===== src/rtl/sb_arm_pkg.sv =====
// Shared definitions for the pick/place task sequencer: opcodes, response
// status codes, arm handshake codes and the sequencer state encoding.
package sb_arm_pkg;

    // Requester opcode bit
    localparam logic OP_PICK  = 1'b0;
    localparam logic OP_PLACE = 1'b1;

    // Response status codes
    localparam logic [1:0] ST_OK       = 2'b00;
    localparam logic [1:0] ST_REJECT   = 2'b01;
    localparam logic [1:0] ST_TIMEOUT  = 2'b10;
    localparam logic [1:0] ST_BAD_DONE = 2'b11;

    // Completion codes reported by the arm block
    localparam logic [1:0] DONE_NONE  = 2'd0;
    localparam logic [1:0] DONE_PICK  = 2'd1;
    localparam logic [1:0] DONE_PLACE = 2'd2;

    // Movement selectors understood by the arm block
    localparam logic [5:0] MOV_PICK  = 6'd0;
    localparam logic [5:0] MOV_PLACE = 6'd1;

    // Sequencer states
    typedef enum logic [2:0] {
        S_IDLE      = 3'd0,
        S_GRANT     = 3'd1,
        S_ISSUE     = 3'd2,
        S_WAIT_DONE = 3'd3,
        S_RELEASE   = 3'd4,
        S_REJ       = 3'd5
    } seq_state_t;

    // Movement code driven to the arm for a given opcode
    function automatic logic [5:0] op_movement(input logic op);
        return (op == OP_PLACE) ? MOV_PLACE : MOV_PICK;
    endfunction

    // Completion code the arm reports when it finishes the given opcode
    function automatic logic [1:0] op_done_code(input logic op);
        return (op == OP_PLACE) ? DONE_PLACE : DONE_PICK;
    endfunction

endpackage


===== src/rtl/sb_rr_arb2.sv =====
// Two-way round-robin arbiter. gnt is a combinational one-hot pick from the
// current requests; the pointer flop remembers which requester to favour
// when both ask at once and is moved only when the caller accepts a grant.
module sb_rr_arb2
    import sb_arm_pkg::*;
(
    input  logic       clk,
    input  logic       rst,
    input  logic [1:0] req,
    input  logic       advance,
    output logic [1:0] gnt
);

    // Requester favoured on a tie; starts at requester 0.
    logic ptr_reg;

    // A lone requester always wins; on a tie the pointer decides.
    genvar gi;
    generate
        for (gi = 0; gi < 2; gi++) begin : g_gnt
            assign gnt[gi] = req[gi] && (!req[1 - gi] || (ptr_reg == 1'(gi)));
        end
    endgenerate

    // After a grant, favour the requester that did not win.
    always_ff @(posedge clk or posedge rst) begin
        if (rst) begin
            ptr_reg <= 1'b0;
        end else if (advance && (|gnt)) begin
            ptr_reg <= ~gnt[1];
        end
    end

endmodule


===== src/rtl/sb_arm_task_sequencer.sv =====
// Pick/place task sequencer. Accepts one request at a time from two
// requesters, checks it against the gripper state, drives the shared arm
// block through start/movement/done, guards it with a watchdog and returns
// exactly one status pulse per accepted request.
module sb_arm_task_sequencer
    import sb_arm_pkg::*;
#(
    parameter int unsigned TIMEOUT_CYC = 400_000_000,
    parameter int unsigned GAP_CYC     = 1000,
    parameter int unsigned CNT_W       = 29
) (
    input  logic       clk,
    input  logic       rst,
    input  logic [1:0] req_valid,
    input  logic [1:0] req_op,
    output logic [1:0] req_ready,
    output logic       resp_valid,
    output logic       resp_id,
    output logic [1:0] resp_status,
    output logic       arm_start,
    output logic [5:0] arm_movement,
    input  logic [1:0] arm_done,
    output logic       holding,
    output logic       busy,
    output logic       fault
);

    // Last counter values before leaving WAIT_DONE on timeout / RELEASE
    localparam logic [CNT_W-1:0] TIMEOUT_LAST = CNT_W'(TIMEOUT_CYC - 1);
    localparam logic [CNT_W-1:0] GAP_LAST     = CNT_W'(GAP_CYC - 1);
    localparam logic [CNT_W-1:0] CNT_ONE      = CNT_W'(1);

    seq_state_t       state_reg;
    logic             id_reg;
    logic             op_reg;
    logic [CNT_W-1:0] cnt_reg;
    logic [1:0]       req_ready_reg;
    logic             resp_valid_reg;
    logic             resp_id_reg;
    logic [1:0]       resp_status_reg;
    logic             arm_start_reg;
    logic [5:0]       arm_movement_reg;
    logic             holding_reg;
    logic             fault_reg;

    logic [1:0]       gnt;
    logic             advance;
    logic             grant_op;
    logic             grant_legal;

    // The pointer moves whenever IDLE hands out a grant.
    assign advance = (state_reg == S_IDLE) && (|req_valid);

    sb_rr_arb2 u_arb (
        .clk     (clk),
        .rst     (rst),
        .req     (req_valid),
        .advance (advance),
        .gnt     (gnt)
    );

    // Opcode of the granted requester during the ready cycle, and whether
    // the gripper state allows it.
    assign grant_op    = req_op[id_reg];
    assign grant_legal = !fault_reg &&
                         (((grant_op == OP_PICK) && !holding_reg) ||
                          ((grant_op == OP_PLACE) && holding_reg));

    // Sequencer FSM with the shared watchdog / release-gap counter.
    always_ff @(posedge clk or posedge rst) begin
        if (rst) begin
            state_reg        <= S_IDLE;
            id_reg           <= 1'b0;
            op_reg           <= OP_PICK;
            cnt_reg          <= '0;
            req_ready_reg    <= 2'b00;
            resp_valid_reg   <= 1'b0;
            resp_id_reg      <= 1'b0;
            resp_status_reg  <= ST_OK;
            arm_start_reg    <= 1'b0;
            arm_movement_reg <= MOV_PICK;
            holding_reg      <= 1'b0;
            fault_reg        <= 1'b0;
        end else begin
            // Strobes are single-cycle unless a state re-asserts them.
            req_ready_reg  <= 2'b00;
            resp_valid_reg <= 1'b0;

            case (state_reg)
                S_IDLE: begin
                    if (|req_valid) begin
                        req_ready_reg <= gnt;
                        id_reg        <= gnt[1];
                        state_reg     <= S_GRANT;
                    end
                end

                S_GRANT: begin
                    // req_ready is visible now; transfer only if still valid.
                    if (req_valid[id_reg]) begin
                        op_reg    <= grant_op;
                        state_reg <= grant_legal ? S_ISSUE : S_REJ;
                    end else begin
                        state_reg <= S_IDLE;
                    end
                end

                S_REJ: begin
                    resp_valid_reg  <= 1'b1;
                    resp_id_reg     <= id_reg;
                    resp_status_reg <= ST_REJECT;
                    state_reg       <= S_IDLE;
                end

                S_ISSUE: begin
                    arm_movement_reg <= op_movement(op_reg);
                    arm_start_reg    <= 1'b1;
                    cnt_reg          <= '0;
                    state_reg        <= S_WAIT_DONE;
                end

                S_WAIT_DONE: begin
                    cnt_reg <= cnt_reg + CNT_ONE;
                    // Matching done is tested first so it beats a same-cycle timeout.
                    if (arm_done == op_done_code(op_reg)) begin
                        resp_status_reg <= ST_OK;
                        holding_reg     <= (op_reg == OP_PICK);
                    end else if (arm_done != DONE_NONE) begin
                        resp_status_reg <= ST_BAD_DONE;
                        fault_reg       <= 1'b1;
                    end else if (cnt_reg == TIMEOUT_LAST) begin
                        resp_status_reg <= ST_TIMEOUT;
                        fault_reg       <= 1'b1;
                    end
                    if ((arm_done != DONE_NONE) || (cnt_reg == TIMEOUT_LAST)) begin
                        resp_valid_reg <= 1'b1;
                        resp_id_reg    <= id_reg;
                        arm_start_reg  <= 1'b0;
                        cnt_reg        <= '0;
                        state_reg      <= S_RELEASE;
                    end
                end

                S_RELEASE: begin
                    // Hold start low long enough for the arm to fall back to its first state.
                    if (cnt_reg == GAP_LAST) begin
                        cnt_reg   <= '0;
                        state_reg <= S_IDLE;
                    end else begin
                        cnt_reg <= cnt_reg + CNT_ONE;
                    end
                end

                default: begin
                    state_reg <= S_IDLE;
                end
            endcase
        end
    end

    assign req_ready    = req_ready_reg;
    assign resp_valid   = resp_valid_reg;
    assign resp_id      = resp_id_reg;
    assign resp_status  = resp_status_reg;
    assign arm_start    = arm_start_reg;
    assign arm_movement = arm_movement_reg;
    assign holding      = holding_reg;
    assign fault        = fault_reg;
    assign busy         = (state_reg != S_IDLE);

endmodule


===== config.mk =====
export PLATFORM = sky130hd
export DESIGN_NAME = sb_arm_task_sequencer
export DESIGN_NICKNAME = d
export VERILOG_FILES = /design/src/rtl/sb_arm_pkg.sv /design/src/rtl/sb_rr_arb2.sv /design/src/rtl/sb_arm_task_sequencer.sv
export SDC_FILE = /design/constraint.sdc
export NUM_CORES = 1
export LEC_CHECK = 0
export CORE_MARGIN = 2
export CORE_UTILIZATION = 59
export CTS_BUF_LIST = sky130_fd_sc_hd__clkbuf_4
export DETAILED_ROUTE_END_ITERATION = 6
export GPL_TIMING_DRIVEN = 0
export PLACE_DENSITY = 0.82
export SYNTH_ARGS = -nofsm -noshare
export SYNTH_HDL_FRONTEND = slang
export SYNTH_HIERARCHICAL = 1
export SYNTH_SLANG_ARGS = --single-unit

===== constraint.sdc =====
create_clock -name clk -period 2.8 [get_ports clk]
set_clock_uncertainty 0.15 [all_clocks]
set_input_delay 0.42 -clock clk [delete_from_list [all_inputs] [get_ports clk]]
set_output_delay 0.42 -clock clk [all_outputs]
set_load 0.05 [all_outputs]

==> results of run 1 <==
==> where the power goes <==
group          internal, mW  total, mW  switching [mW]
logic                 0.398       1.13           0.731
clock network         0.106      0.312           0.206
registers             0.765      0.870           0.105
==> through the flow <==
step	hold slack [ns]	TNS, ns
floorplan	-0.001286	0
global placement	0.3370	0
detailed placement	0.3563	0
CTS	0.07334	0
global route	0.07751	-0.03129
finish	0.07327	0
==> logic make-up after synthesis <==
kind of cell    share of synthesized area, %
compound gates                         20.85
mux                                    1.581
buf+inv                                6.028
simple gates                           25.74
flops                                  44.47
xor+xnor                              0.6918
other cells                           0.1481
fa+ha+maj                             0.4940
==> synthesized netlist by cell type (5+ instances only) <==
cell	number	area share [%]
buf_4	5	1.5
o21ai_0	7	1.4
dfrtp_1	45	44
a21oi_1	18	3.6
a31oi_1	20	4.9
a221o_1	7	2.8
and3_1	12	3.0
inv_1	12	1.8
nor2_1	22	3.3
and2_1	6	1.5
o22ai_1	5	1.2
nand3_1	18	3.6
clkbuf_1	7	1.0
nand2_1	31	4.6
==> worst min path at each step <==
stage	to	slack, ns	start
6_report	u_arb/ptr_reg	0.07	rst
5_1_grt	u_arb/ptr_reg	0.08	rst
4_1_cts	u_arb/ptr_reg	0.07	rst
3_5_place_dp	cnt_reg[23]	0.36	cnt_reg[23]
3_3_place_gp	u_arb/ptr_reg	0.34	u_arb/ptr_reg
2_1_floorplan	u_arb/ptr_reg	-0.001	rst
==> what timing repair did <==
item,4_1_cts,5_1_grt
pin swaps,0,2
hold buffers,0,0
setup endpoints to repair,4,20
gates resized for setup,2,3
hold endpoints to repair,0,0
buffers inserted,0,8
==> critical path: cells and delay by family (launching register included) <==
| family | cells | cell delay, ns |
|---|---|---|
| compound gates | 3 | 0.33 |
| buf+inv | 2 | 0.37 |
| flops | 1 | 0.42 |
| simple gates | 3 | 1.35 |
==> metal layers <==
metal / routed length, um / up-vias / share of wire, % / global-route usage, %
met5: 0 / - / 0 / 0
met4: 60 / 0 / 1.1 / 9.368
met3: 302 / 9 / 5.3 / 3.924
met2: 2759 / 71 / 49 / 41.67
met1: 2549 / 1081 / 45 / 30.27
li1: - / 1120 / - / -
==> area by class of cell <==
cell class                 instances  area [sq um]
buffer                            17         110.1
clock buffer                       6         45.04
clock inverter                     2         10.01
fill                             345          1106
inverter                          12         45.04
multi-input combinational        214          1292
sequential                        45          1126
tap                               50         62.56
timing repair buffer              27         260.3
==> results.cfg, run 1 <==
[run_status]
status = finished, final reports clean

[synthesis]
syn_area_sq_um = 2532
netlist_instances = 284
synth.avg_cell_area_sq_um = 8.917
ys_types = 49
ys_seq_area_share_pct = 44.47
synth_edf_count = 0
synth-seq-cells = 45
yosysWarnings = 6
synth_ff_type = dfrtp_1
synthArstFlopShare_pct = 100.0

[place]
portBuffers = 18
dp.cells = 357
place_ws_ns = 0.02237
gp_congestion = 0.8378
post-dp-hpwl_mm = 3.939
place_area_sq_um = 2810

[clock_tree]
clock_latency_ns = 0.36
cts_max_level = 2
cts_sinks = 45
clk_transition_reported_paths_ns = 0.12
cts_buffers = 5
clk_path_buf_depth = 2
cts_tree = built
root_buffer = clkbuf_4

[die]
coreArea_sq_um = 4058
die_x_um = 69.52
io_pins = 24
die_h_um = 69.52
die_area_sq_um = 4832
start_util_pct = 62.41
rows = 23

[global_routing]
grt_max_degree = 36
grt_pass1_vias = 2120
grt_usage_pct = 24.15
antenna_found_initial = 0
grt_remaining_overflow = 0
grt_pass1_wl_mm = 9.515

[final_layout]
area_delta_synth_final_pct = 16.55
num_antenna_cells = 0
layout-drive-gt1-share_pct = 11.76
final_util_pct = 72.74
final_common_cell = dfrtp_1
stdcell_count = 373
nNetsFinal = 331
mostFrequentLayoutCells = 45 x dfrtp_1, 31 x nand2_1, 22 x nor2_1
stdcell_area_sq_um = 2952
largest_reg_flops = 29

[timing]
relSlewSlack_pct = 49.80
hold_viol = 0
setup_violations = 0
timing.final.ws_setup_ns = 0.06001
tightest_slew_ns = 0.7467
fin_crit_sh_pct = 97.86
final_max_slew_viol_count = 0
fin_crit_ns = 2.740
max_freq_ghz = 0.3650

[critical_path]
cp_slowest_stage_delay_ns = 0.58
worstSetupStartpoint = cnt_reg[13]
r2r-end = cnt_reg[17]
end_kind = register
crit_arrival_ns = 2.81
r2r-start = cnt_reg[13]
worstPathCellList = or4bb_1, or4_4, nor3_4, o21ai_4, buf_6, clkbuf_4, a21oi_1, a31oi_1
cp-start-kind = register
cp_slowest_cell = or4_4
reg2reg_setup_slack_ns = 0.06
endpoint = cnt_reg[17]
cp_max_fo = 10
crit_type = register to register
critPathRequiredTime_ns = 2.87
r2r_cells = 8

[routing]
drtPass1Iterations = 4
drt_wl_total_mm = 5.671
via_count = 2281
drtAntennaViolNets = 0
route.detailed.drc = 0
wl_per_cell_um = 15.20
drt_iter0_drc = 180
viasPerCell = 6.115

[hold_path]
min_path_type = input port to async pin

[power_and_ir_drop]
p_leak_nw = 1.284
vdd_drop_max_mv = 0.3934
finalPower_mw = 2.311
power_per_cell_area_nw_per_um2 = 783.0

[flow_run]
cap_violations = 0
Note: power is estimated with default switching activity, not from simulation.
==> inputs of run 2 (changes only) <==
CTS_CLUSTER_SIZE = 20   (was unset)
==> results of run 2 <==
No change in the layout: final DEF, timing and power equal those of run 1.
==> inputs of run 3 (changes only) <==
CORE_UTILIZATION = 57   (was 59)
CTS_BUF_LIST = sky130_fd_sc_hd__clkbuf_16   (was sky130_fd_sc_hd__clkbuf_4)
GPL_ROUTABILITY_DRIVEN = 0   (was unset)
PLACE_DENSITY = 0.79   (was 0.82)
==> results.cfg, run 3 (synthesis gave the netlist of run 1 again) <==
[run_status]
status = finished, final reports clean

[critical_path]
cp_slowest_stage_delay_ns = 0.58
critPathRequiredTime_ns = 2.82
worstPathCellList = or4b_4, or4_4, nor3_4, buf_4, o21ai_2, and3_1, a221o_1
r2r-start = cnt_reg[12]
crit_type = register to register
cp-start-kind = register
end_kind = register
cp_max_fo = 4
critPathTopFamily = simple AND/OR/NAND/NOR gates
crit_buf_inv = 1
cp_slowest_cell = or4_4
worstSetupStartpoint = cnt_reg[12]
crit_arrival_ns = 2.81

[timing]
fin_crit_sh_pct = 99.84
holdWs_ns = 0.1588
fin_crit_ns = 2.796
rsz0062_at_grt = yes
hold_viol = 0
max_freq_ghz = 0.3577
final_max_slew_viol_count = 0
relSlewSlack_pct = 40.94
tns_ns = 0
tightest_slew_ns = 0.8785
setup_violations = 0

[final_layout]
fillers = 326
nNetsFinal = 338
final_common_cell = dfrtp_1
area_delta_synth_final_pct = 23.96
num_antenna_cells = 0
mostFrequentLayoutCells = 42 x dfrtp_1, 31 x nand2_1, 22 x nor2_1
largest_reg_flops = 29
layout-drive-gt1-share_pct = 14.89
final_util_pct = 72.60

[die]
die_x_um = 70.66
start_util_pct = 58.56
io_pins = 24
rows = 24
die_h_um = 70.66
die_area_sq_um = 4992
coreArea_sq_um = 4324

[flow_run]
cap_violations = 0

[clock_tree]
postCtsHoldBufs = 0
clk_path_buf_depth = 2
clock_latency_ns = 0.29
cts_tree = built
root_buffer = clkbuf_16
cts_max_level = 2
cts_buffers = 5
cts_sinks = 45
clk_transition_reported_paths_ns = 0.06

[global_routing]
grt_remaining_overflow = 0
antenna_found_initial = 0
grt_usage_pct = 25.22
grt_pass1_vias = 2174
grt_max_degree = 35
grt_pass1_wl_mm = 10.14

[power_and_ir_drop]
p_leak_nw = 1.362
vdd_drop_max_mv = 0.4309
finalPower_mw = 2.634
power_per_cell_area_nw_per_um2 = 838.9

[routing]
drtPass1Iterations = 4
route.detailed.drc = 0
viasPerCell = 6.383
via_count = 2432
wl_per_cell_um = 16.75
drt_iter0_drc = 216
drtAntennaViolNets = 0
drt_wl_total_mm = 6.383

[place]
post-dp-hpwl_mm = 4.076
portBuffers = 18

[hold_path]
min_path_type = input port to async pin
==> run 3: cell count changes in the layout (fill, tap and decap cells not counted), sizes merged <==
| cell | change |
|---|---|
| inv | +1 |
| o21ai | +1 |
| buf | +6 |
| clkbuf | -1 |
| clkinv | -1 |
==> run 3: final timing paths <==
check / end / slack (ns) / cells after the start
worst min-delay path: u_arb/ptr_reg / 0.16 / 2
worst min register to register: cnt_reg[8] / 0.34 / 1
worst max register to register: cnt_reg[16] / 0.004 / 7
min in group clk: cnt_reg[8] / 0.34 / 1
max in group asynchronous: cnt_reg[2] / 1.78 / 3
worst max-delay path: cnt_reg[16] / 0.004 / 7
==> run 3: cell type report <==
class / instances / area, sq um / area share, %
clock inverter: 2 / 7.507 / 0.2391
buffer: 17 / 117.6 / 3.747
sequential: 45 / 1130 / 35.99
tap: 52 / 65.06 / 2.073
inverter: 12 / 45.04 / 1.435
clock buffer: 5 / 125.1 / 3.986
timing repair buffer: 33 / 324.1 / 10.32
multi-input combinational: 215 / 1325 / 42.21
==> run 3: what timing repair did <==
item                                    CTS  global route
endpoints found under the setup margin    1            13
gates resized for setup                   3            13
buffers inserted                          0            12
gates cloned                              0             3
pin swaps                                 0             5
==> run 3: metal layers <==
layer	wire (um)	vias to the layer above	track usage (%)
met5	0	-	0
met2	3194	108	43.92
met1	2622	1168	31.72
li1	-	1141	-
met3	442	15	4.558
met4	123	0	8.805
==> run 3: metrics by stage <==
step	worst slack, ns	std cells	instance area [sq um]
global placement	0.07991	358	2793
CTS	0.01359	366	2967
finish	0.004341	381	3139
detailed placement	0.03788	359	2813
floorplan	0.3068	288	2547
global route	-0.07310	381	3139
==> run 3: report_power, final <==
| group | switching (mW) | internal (mW) |
|---|---|---|
| Sequential | 0.102 | 0.769 |
| Combinational | 0.763 | 0.444 |
| Clock | 0.236 | 0.319 |
| Total | 1.10 | 1.53 |
